--- src/rtl/multicycle_controller_pkg.sv ---
// Shared types and constants for the multicycle ARM controller.
// Contents: FSM state enum, ALUControl codes, Op encodings, data-processing
// cmd codes, ResultSrc/ALUSrcB select codes, and the cmd -> ALU op decode.
package arm_ctrl_pkg;

  typedef enum logic [3:0] {
    S_FETCH, S_DECODE, S_MEMADR, S_MEMREAD, S_MEMWB,
    S_MEMWRITE, S_EXECUTER, S_EXECUTEI, S_ALUWB, S_BRANCH
  } state_t;

  localparam logic [3:0] ALU_ADD = 4'b0000;
  localparam logic [3:0] ALU_SUB = 4'b0001;
  localparam logic [3:0] ALU_AND = 4'b0010;
  localparam logic [3:0] ALU_ORR = 4'b0011;

  localparam logic [1:0] OP_DP  = 2'b00;
  localparam logic [1:0] OP_MEM = 2'b01;
  localparam logic [1:0] OP_BR  = 2'b10;

  localparam logic [3:0] CMD_AND = 4'b0000;
  localparam logic [3:0] CMD_SUB = 4'b0010;
  localparam logic [3:0] CMD_ADD = 4'b0100;
  localparam logic [3:0] CMD_CMP = 4'b1010;
  localparam logic [3:0] CMD_ORR = 4'b1100;

  localparam logic [1:0] RES_ALUOUT = 2'b00;
  localparam logic [1:0] RES_DATA   = 2'b01;
  localparam logic [1:0] RES_ALU    = 2'b10;

  localparam logic [1:0] SRCB_RD2  = 2'b00;
  localparam logic [1:0] SRCB_IMM  = 2'b01;
  localparam logic [1:0] SRCB_FOUR = 2'b10;

  typedef struct packed {
    logic [3:0] alu_ctl;
    logic       nowrite;
  } dp_dec_t;

  // Unsupported commands still run through the ALU as ADD, but their
  // result is discarded via nowrite.
  function automatic dp_dec_t decode_cmd(input logic [3:0] cmd);
    dp_dec_t d;
    d = '{alu_ctl: ALU_ADD, nowrite: 1'b1};
    case (cmd)
      CMD_ADD: d = '{alu_ctl: ALU_ADD, nowrite: 1'b0};
      CMD_SUB: d = '{alu_ctl: ALU_SUB, nowrite: 1'b0};
      CMD_AND: d = '{alu_ctl: ALU_AND, nowrite: 1'b0};
      CMD_ORR: d = '{alu_ctl: ALU_ORR, nowrite: 1'b0};
      CMD_CMP: d = '{alu_ctl: ALU_SUB, nowrite: 1'b1};
      default: ;
    endcase
    return d;
  endfunction

endpackage

--- src/rtl/multicycle_controller_if.sv ---
// Controller <-> datapath bundle.
// Instr: IR bits [31:12]; ALUFlags: {N,Z,C,V} of the current ALU result.
// Remaining signals are per-cycle datapath selects and write strobes.
// master: the controller (drives controls); slave: the datapath.
interface multicycle_controller_if;
  logic [19:0] Instr;
  logic [3:0]  ALUFlags;
  logic        PCWrite;
  logic        IRWrite;
  logic        MemWrite;
  logic        RegWrite;
  logic        AdrSrc;
  logic [1:0]  ResultSrc;
  logic        ALUSrcA;
  logic [1:0]  ALUSrcB;
  logic [3:0]  ALUControl;
  logic [1:0]  ImmSrc;
  logic [1:0]  RegSrc;

  modport master (
    input  Instr, ALUFlags,
    output PCWrite, IRWrite, MemWrite, RegWrite, AdrSrc, ResultSrc,
           ALUSrcA, ALUSrcB, ALUControl, ImmSrc, RegSrc
  );

  modport slave (
    output Instr, ALUFlags,
    input  PCWrite, IRWrite, MemWrite, RegWrite, AdrSrc, ResultSrc,
           ALUSrcA, ALUSrcB, ALUControl, ImmSrc, RegSrc
  );
endinterface

--- src/rtl/multicycle_controller_cond.sv ---
// cond_unit: stored NZCV flags, ARM condition table and cond_ex_q.
// Ports: clk, reset (sync, active-high), cond (Instr[31:28]), alu_flags,
// latch_cond (DECODE cycle), exec (EXECUTER/EXECUTEI cycle), s_bit,
// logic_op (AND/ORR: only NZ are updated), cond_ex_q (registered result).
module cond_unit (
  input  logic       clk,
  input  logic       reset,
  input  logic [3:0] cond,
  input  logic [3:0] alu_flags,
  input  logic       latch_cond,
  input  logic       exec,
  input  logic       s_bit,
  input  logic       logic_op,
  output logic       cond_ex_q
);
  logic [3:0] flags_q;
  logic       n, z, c, v;
  logic       cond_ok;
  logic       nz_we, cv_we;

  assign {n, z, c, v} = flags_q;

  always_comb begin
    cond_ok = 1'b0;
    case (cond)
      4'h0: cond_ok = z;
      4'h1: cond_ok = ~z;
      4'h2: cond_ok = c;
      4'h3: cond_ok = ~c;
      4'h4: cond_ok = n;
      4'h5: cond_ok = ~n;
      4'h6: cond_ok = v;
      4'h7: cond_ok = ~v;
      4'h8: cond_ok = c & ~z;
      4'h9: cond_ok = ~c | z;
      4'hA: cond_ok = (n == v);
      4'hB: cond_ok = (n != v);
      4'hC: cond_ok = ~z & (n == v);
      4'hD: cond_ok = z | (n != v);
      4'hE: cond_ok = 1'b1;
      default: cond_ok = 1'b0;
    endcase
  end

  assign nz_we = exec & cond_ex_q & s_bit;
  assign cv_we = nz_we & ~logic_op;

  always_ff @(posedge clk) begin
    if (reset) begin
      flags_q   <= 4'b0000;
      cond_ex_q <= 1'b0;
    end else begin
      if (latch_cond) cond_ex_q <= cond_ok;
      if (nz_we) flags_q[3:2] <= alu_flags[3:2];
      if (cv_we) flags_q[1:0] <= alu_flags[1:0];
    end
  end
endmodule

--- src/rtl/multicycle_controller.sv ---
// Multicycle ARMv4 control FSM: sequences fetch/decode/execute over a
// shared memory, one ALU and one register file.
// Ports: clk, reset (sync, active-high), bus (multicycle_controller_if.master).
// MEM_WAIT (0..15) stretches FETCH and MEMREAD by that many cycles.
// Optional MULTICYCLE_CTRL_PERF_EN adds cycle_count / instr_count outputs.
//
// state      | meaning
// FETCH      | read instr at PC, PC+4 -> PC on last wait cycle
// DECODE     | register read, PC+8, latch condition result
// MEMADR     | address = Rn +/- imm
// MEMREAD    | load data from ALUOut address
// MEMWB      | write loaded data to Rd
// MEMWRITE   | store to ALUOut address
// EXECUTER   | data-processing, register operand
// EXECUTEI   | data-processing, immediate operand
// ALUWB      | write ALU result to Rd
// BRANCH     | PC <- PC+8+imm
module multicycle_controller
  import arm_ctrl_pkg::*;
#(
  parameter int MEM_WAIT = 0
) (
  input  logic                    clk,
  input  logic                    reset,
  multicycle_controller_if.master bus
`ifdef MULTICYCLE_CTRL_PERF_EN
  ,
  output logic [31:0]             cycle_count,
  output logic [31:0]             instr_count
`endif
);
  localparam logic [3:0] WAIT_LAST = 4'(MEM_WAIT);

  state_t     state, state_n;
  logic [3:0] wait_cnt;
  logic       wait_done;
  logic [3:0] cond;
  logic [1:0] op;
  logic [5:0] funct;
  logic [3:0] rd;
  logic       rd15;
  dp_dec_t    dp;
  logic       cond_ex_q;
  logic       unused_rn;

  logic       pc_w, ir_w, mem_w, reg_w, adr_src, alu_src_a;
  logic [1:0] result_src, alu_src_b;
  logic [3:0] alu_ctl;

  assign cond      = bus.Instr[19:16];
  assign op        = bus.Instr[15:14];
  assign funct     = bus.Instr[13:8];
  assign rd        = bus.Instr[3:0];
  assign unused_rn = ^bus.Instr[7:4];
  assign rd15      = (rd == 4'hF);
  assign dp        = decode_cmd(funct[4:1]);
  assign wait_done = (wait_cnt == WAIT_LAST);

  cond_unit u_cond (
    .clk       (clk),
    .reset     (reset),
    .cond      (cond),
    .alu_flags (bus.ALUFlags),
    .latch_cond(state == S_DECODE),
    .exec      ((state == S_EXECUTER) || (state == S_EXECUTEI)),
    .s_bit     (funct[0]),
    .logic_op  ((funct[4:1] == CMD_AND) || (funct[4:1] == CMD_ORR)),
    .cond_ex_q (cond_ex_q)
  );

  always_ff @(posedge clk) begin
    if (reset) state <= S_FETCH;
    else       state <= state_n;
  end

  // Entry into FETCH/MEMREAD always comes from a state holding 0, so
  // clearing on exit is equivalent to loading 0 on entry.
  always_ff @(posedge clk) begin
    if (reset)
      wait_cnt <= 4'd0;
    else if (((state == S_FETCH) || (state == S_MEMREAD)) && !wait_done)
      wait_cnt <= wait_cnt + 4'd1;
    else
      wait_cnt <= 4'd0;
  end

  always_comb begin
    state_n = state;
    case (state)
      S_FETCH:    if (wait_done) state_n = S_DECODE;
      S_DECODE: begin
        case (op)
          OP_MEM:  state_n = S_MEMADR;
          OP_DP:   state_n = funct[5] ? S_EXECUTEI : S_EXECUTER;
          OP_BR:   state_n = S_BRANCH;
          default: state_n = S_FETCH;
        endcase
      end
      S_MEMADR:   state_n = funct[0] ? S_MEMREAD : S_MEMWRITE;
      S_MEMREAD:  if (wait_done) state_n = S_MEMWB;
      S_EXECUTER: state_n = S_ALUWB;
      S_EXECUTEI: state_n = S_ALUWB;
      default:    state_n = S_FETCH;
    endcase
  end

  always_comb begin
    pc_w       = 1'b0;
    ir_w       = 1'b0;
    mem_w      = 1'b0;
    reg_w      = 1'b0;
    adr_src    = 1'b0;
    result_src = RES_ALUOUT;
    alu_src_a  = 1'b0;
    alu_src_b  = SRCB_RD2;
    alu_ctl    = ALU_ADD;
    case (state)
      S_FETCH: begin
        alu_src_a  = 1'b1;
        alu_src_b  = SRCB_FOUR;
        result_src = RES_ALU;
        pc_w       = wait_done;
        ir_w       = wait_done;
      end
      S_DECODE: begin
        alu_src_a = 1'b1;
        alu_src_b = SRCB_FOUR;
      end
      S_MEMADR: begin
        alu_src_b = SRCB_IMM;
        alu_ctl   = funct[3] ? ALU_ADD : ALU_SUB;
      end
      S_MEMREAD: adr_src = 1'b1;
      S_MEMWB: begin
        result_src = RES_DATA;
        reg_w      = cond_ex_q;
        pc_w       = cond_ex_q & rd15;
      end
      S_MEMWRITE: begin
        adr_src = 1'b1;
        mem_w   = cond_ex_q;
      end
      S_EXECUTER: alu_ctl = dp.alu_ctl;
      S_EXECUTEI: begin
        alu_src_b = SRCB_IMM;
        alu_ctl   = dp.alu_ctl;
      end
      S_ALUWB: begin
        reg_w = cond_ex_q & ~dp.nowrite;
        pc_w  = cond_ex_q & ~dp.nowrite & rd15;
      end
      S_BRANCH: begin
        alu_src_b  = SRCB_IMM;
        result_src = RES_ALU;
        pc_w       = cond_ex_q;
      end
      default: ;
    endcase
    // A reset cycle must never let a write land.
    if (reset) begin
      pc_w  = 1'b0;
      ir_w  = 1'b0;
      mem_w = 1'b0;
      reg_w = 1'b0;
    end
  end

  assign bus.PCWrite    = pc_w;
  assign bus.IRWrite    = ir_w;
  assign bus.MemWrite   = mem_w;
  assign bus.RegWrite   = reg_w;
  assign bus.AdrSrc     = adr_src;
  assign bus.ResultSrc  = result_src;
  assign bus.ALUSrcA    = alu_src_a;
  assign bus.ALUSrcB    = alu_src_b;
  assign bus.ALUControl = alu_ctl;
  assign bus.ImmSrc     = op;
  assign bus.RegSrc     = {op == OP_MEM, op == OP_BR};

`ifdef MULTICYCLE_CTRL_PERF_EN
  // Only terminal states ever move into FETCH; FETCH->FETCH is a wait.
  always_ff @(posedge clk) begin
    if (reset) begin
      cycle_count <= 32'd0;
      instr_count <= 32'd0;
    end else begin
      cycle_count <= cycle_count + 32'd1;
      if ((state != S_FETCH) && (state_n == S_FETCH))
        instr_count <= instr_count + 32'd1;
    end
  end
`endif
endmodule
--- src/flat_wrapper.sv ---
// flat-port wrapper written by rule: the top's interface ports become plain ports
module multicycle_controller_flat import arm_ctrl_pkg::*;
#(
  parameter int MEM_WAIT = 0
)
  (clk, reset, bus_Instr, bus_ALUFlags, bus_PCWrite, bus_IRWrite, bus_MemWrite, bus_RegWrite, bus_AdrSrc, bus_ResultSrc, bus_ALUSrcA, bus_ALUSrcB, bus_ALUControl, bus_ImmSrc, bus_RegSrc);
  multicycle_controller_if bus_i ();
  input  logic clk;
  input  logic reset;
  input wire logic [$bits(bus_i.Instr)-1:0] bus_Instr;
  input wire logic [$bits(bus_i.ALUFlags)-1:0] bus_ALUFlags;
  output wire logic [$bits(bus_i.PCWrite)-1:0] bus_PCWrite;
  output wire logic [$bits(bus_i.IRWrite)-1:0] bus_IRWrite;
  output wire logic [$bits(bus_i.MemWrite)-1:0] bus_MemWrite;
  output wire logic [$bits(bus_i.RegWrite)-1:0] bus_RegWrite;
  output wire logic [$bits(bus_i.AdrSrc)-1:0] bus_AdrSrc;
  output wire logic [$bits(bus_i.ResultSrc)-1:0] bus_ResultSrc;
  output wire logic [$bits(bus_i.ALUSrcA)-1:0] bus_ALUSrcA;
  output wire logic [$bits(bus_i.ALUSrcB)-1:0] bus_ALUSrcB;
  output wire logic [$bits(bus_i.ALUControl)-1:0] bus_ALUControl;
  output wire logic [$bits(bus_i.ImmSrc)-1:0] bus_ImmSrc;
  output wire logic [$bits(bus_i.RegSrc)-1:0] bus_RegSrc;
  assign bus_i.Instr = bus_Instr;
  assign bus_i.ALUFlags = bus_ALUFlags;
  assign bus_PCWrite = bus_i.PCWrite;
  assign bus_IRWrite = bus_i.IRWrite;
  assign bus_MemWrite = bus_i.MemWrite;
  assign bus_RegWrite = bus_i.RegWrite;
  assign bus_AdrSrc = bus_i.AdrSrc;
  assign bus_ResultSrc = bus_i.ResultSrc;
  assign bus_ALUSrcA = bus_i.ALUSrcA;
  assign bus_ALUSrcB = bus_i.ALUSrcB;
  assign bus_ALUControl = bus_i.ALUControl;
  assign bus_ImmSrc = bus_i.ImmSrc;
  assign bus_RegSrc = bus_i.RegSrc;
  multicycle_controller #(.MEM_WAIT(MEM_WAIT)) u_core (.clk(clk), .reset(reset), .bus(bus_i));
endmodule
--- config.mk ---
export PLATFORM = sky130hd
export DESIGN_NAME = multicycle_controller_flat
export DESIGN_NICKNAME = d
export VERILOG_FILES = /design/src/rtl/multicycle_controller_pkg.sv /design/src/rtl/multicycle_controller_if.sv /design/src/rtl/multicycle_controller_cond.sv /design/src/rtl/multicycle_controller.sv /design/src/flat_wrapper.sv
export SDC_FILE = /design/constraint.sdc
export NUM_CORES = 1
export LEC_CHECK = 0
export CAP_MARGIN = 0
export CORE_AREA = 2 2 51 53
export CTS_BUF_LIST = sky130_fd_sc_hd__clkbuf_8
export CTS_CLUSTER_DIAMETER = 100
export DETAILED_ROUTE_END_ITERATION = 8
export DIE_AREA = 0 0 53 55
export HOLD_SLACK_MARGIN = 0.05
export PLACE_DENSITY = 0.83
export SYNTH_ARGS = -nofsm -noshare
export SYNTH_HDL_FRONTEND = slang
export SYNTH_SLANG_ARGS = --single-unit
--- constraint.sdc ---
create_clock -name clk -period 3 [get_ports clk]
set_input_delay 0.6 -clock clk [delete_from_list [all_inputs] [get_ports clk]]
set_output_delay 0.6 -clock clk [all_outputs]
set_load 0.1 [all_outputs]
==> results.json <==
{
  "fp.dieH_um": 55,
  "wl_per_cell_um": 12.6,
  "initial_core_util_pct": 44.4,
  "drive_gt1_share_pct": 22.0,
  "synth.distinct_cells": 49,
  "clk_latency_ns": 0.25,
  "ir_drop_mv": 0.377,
  "tightest_slew_ns": 0.797,
  "final_nets": 197,
  "path_cells": "clkdlybuf4s50_1 > nand2b_1 > nand3_1 > a21oi_2 > nand2_1 > a211oi_2 > buf_12",
  "max_slew_margin_pct": 46.8,
  "max_stage_delay_ns": 0.56,
  "drtAntennaViolNets": 0,
  "post_drt_via_cell_ratio": 5.28,
  "synth_common_cells": "nor2_1, dfxtp_1, nand2_1, nand2b_1, nor3_1",
  "gr-total-overflow": 0,
  "synth_area_leaders": "dfxtp_1, nor2_1, mux2i_1",
  "cts_tree": "done",
  "synth-edff-count": 0,
  "holdBufCountCts": 0,
  "worst-setup-path-type": "in2out",
  "globalplace.congestion": 0.750,
  "root_buffer": "clkbuf_8",
  "yosysMostFrequentCell": "nor2_1",
  "syn-instance-count": 136,
  "finalMaxSlewViolations": 0,
  "yosysTopAreaCell": "dfxtp_1",
  "cp_data_required_time_ns": 2.40,
  "synth_flop_cell": "dfxtp_1",
  "cp-startpoint": "bus_Instr[11]",
  "cts-htree-levels": 1,
  "power.leakage_uw": 0.000620,
  "grtUsageTotal_pct": 19.3,
  "grt_antenna_before_repair": 0,
  "grt_max_degree": 21,
  "end_kind": "output port",
  "areaGrowthSynthToFinish_pct": 48.6,
  "n_antenna_cell": 0,
  "rsz0062_at_grt": "false",
  "setup_viol": 0,
  "grt_first_pass_wirelength_mm": 4.15,
  "path_depth": 7,
  "period_share_pct": 94.6,
  "synth.avg_cell_area_um2": 7.73,
  "crit_fanout": 6,
  "path_clk_slew_ns": 0.06,
  "row_count": 18,
  "hold_viol_final": 0,
  "seq_area_frac_synth_pct": 24.8,
  "clockBufferDepth": 2,
  "ioPinCount": 44,
  "endpoint": "bus_PCWrite",
  "netlist.area_leader.share_pct": 24.8,
  "status": "finished clean",
  "synth-seq-cells": 13,
  "portBuffers": 37,
  "yosys_warnings": 0,
  "wirelength_mm": 2.49,
  "finalCriticalPeriod_ns": 2.84,
  "arrival_ns": 2.24,
  "critical_path_buf_inv_count": 2,
  "synthArstFlopShare_pct": 0,
  "p_total_uw": 623,
  "placed_cells": 194,
  "netlist_area_mm2": 0.00105,
  "grt_pass1_vias": 959,
  "drt_iter0_drc": 9,
  "drc": 0,
  "hpwlAfterDp_mm": 2.02,
  "hold_class": "reg2reg",
  "powerDensity_mw_per_mm2": 399,
  "die_w_um": 53,
  "r2r_slack_ns": 1.20,
  "die_area_mm2": 0.00292,
  "dr.pass1.iters": 4,
  "fin_cells": 198,
  "r2r-end": "u_core.u_cond.cond_ex_q",
  "cts_buffers": 3,
  "fin_worst_skew_ns": 0.00250,
  "fmax_mhz": 352,
  "vias": 1045,
  "post_cts_buffers": 0,
  "reg2reg_depth": 5,
  "cts_resized": 0,
  "critPathLaunchType": "input port",
  "crit_slowest_cell": "clkdlybuf4s50_1",
  "core-area_mm2": 0.00236,
  "r2r-start": "u_core.state[1]",
  "cts_sinks": 13,
  "crit_family": "buffers and inverters",
  "min_from": "u_core.wait_cnt[0]",
  "drv_cap": 0,
  "post-route-util_pct": 66.0
}
==> how the worst min path moves through the flow <==
stage / end / slack [ns] / cells after the start
finish: u_core.wait_cnt[0] / 0.47 / 1
global route: u_core.wait_cnt[0] / 0.52 / 1
CTS: u_core.wait_cnt[0] / 0.47 / 1
detailed placement: u_core.wait_cnt[0] / 0.46 / 1
global placement: u_core.wait_cnt[0] / 0.45 / 1
floorplan: u_core.wait_cnt[0] / 0.43 / 1
==> kinds of logic (layout without fill, tap and decap cells) <==
kind of cell	Yosys count	after routing	synth area share (%)
buf+inv	17	48	8.69
simple gates	65	65	33.7
flops	13	13	24.8
xor+xnor	8	8	6.67
mux	8	8	7.86
fa+ha+maj	2	2	2.38
compound gates	22	22	15.6
other cells	1	2	0.357
==> cell type report <==
class                           count  area (um2)
Sequential cell                    13         260
Inverter                            5        18.8
Clock inverter                      1        5.00
Fill cell                         200         803
Tap cell                           30        37.5
Timing Repair Buffer               39         445
Multi-Input combinational cell    107         753
Clock buffer                        3        41.3
==> flip-flops by register name (all words and copies together), names as in the netlist <==
| signal | flops |
|---|---|
| u_core.u_cond.cond_ex_q | 1 |
| u_core.u_cond.flags_q | 4 |
| u_core.wait_cnt | 4 |
| u_core.state | 4 |
==> report_power, final <==
group | internal, uW | switching, uW | total [uW]
Sequential | 178 | 13.0 | 191
Combinational | 91.8 | 178 | 270
Clock | 92.0 | 69.8 | 162
Total | 362 | 261 | 623
==> layer usage <==
metal	up-vias	global-route usage (%)	wire length (um)
li1	539	-	-
met3	3	2.96	130
met5	-	0	0
met4	0	6.41	28
met1	476	23.6	1060
met2	27	34.6	1280
==> layout by cell type, fill, tap and decap left out, drive strengths merged, types with 2 or more instances in the layout <==
| cell type | Yosys | layout |
|---|---|---|
| ha | 2 | 2 |
| a21oi | 4 | 4 |
| o21ai | 3 | 3 |
| nand2b | 7 | 7 |
| inv | 5 | 5 |
| nand4 | 3 | 3 |
| nor4 | 2 | 2 |
| xor2 | 5 | 5 |
| xnor2 | 3 | 3 |
| nor2b | 7 | 7 |
| nor2 | 17 | 17 |
| clkdlybuf4s50 | 0 | 21 |
| a211oi | 2 | 2 |
| nor3 | 7 | 7 |
| dfxtp | 13 | 13 |
| nand3b | 2 | 2 |
| clkbuf | 3 | 3 |
| mux2i | 6 | 6 |
| nand3 | 4 | 4 |
| a22oi | 2 | 2 |
| buf | 9 | 18 |
| nor3b | 3 | 3 |
| conb | 1 | 2 |
| mux2 | 2 | 2 |
| nand2 | 8 | 8 |
==> per-stage QoR <==
stage	TNS (ns)	area, um2	setup slack (ns)	hold WS, ns
after floorplan	-1.04	1100	-0.531	0.430
after global placement	0	1520	0.200	0.447
after detailed placement	0	1520	0.151	0.456
after CTS	0	1560	0.143	0.470
after global routing	0	1560	0.0503	0.515
final	0	1560	0.163	0.465
Note: power is estimated with default switching activity, not from simulation.
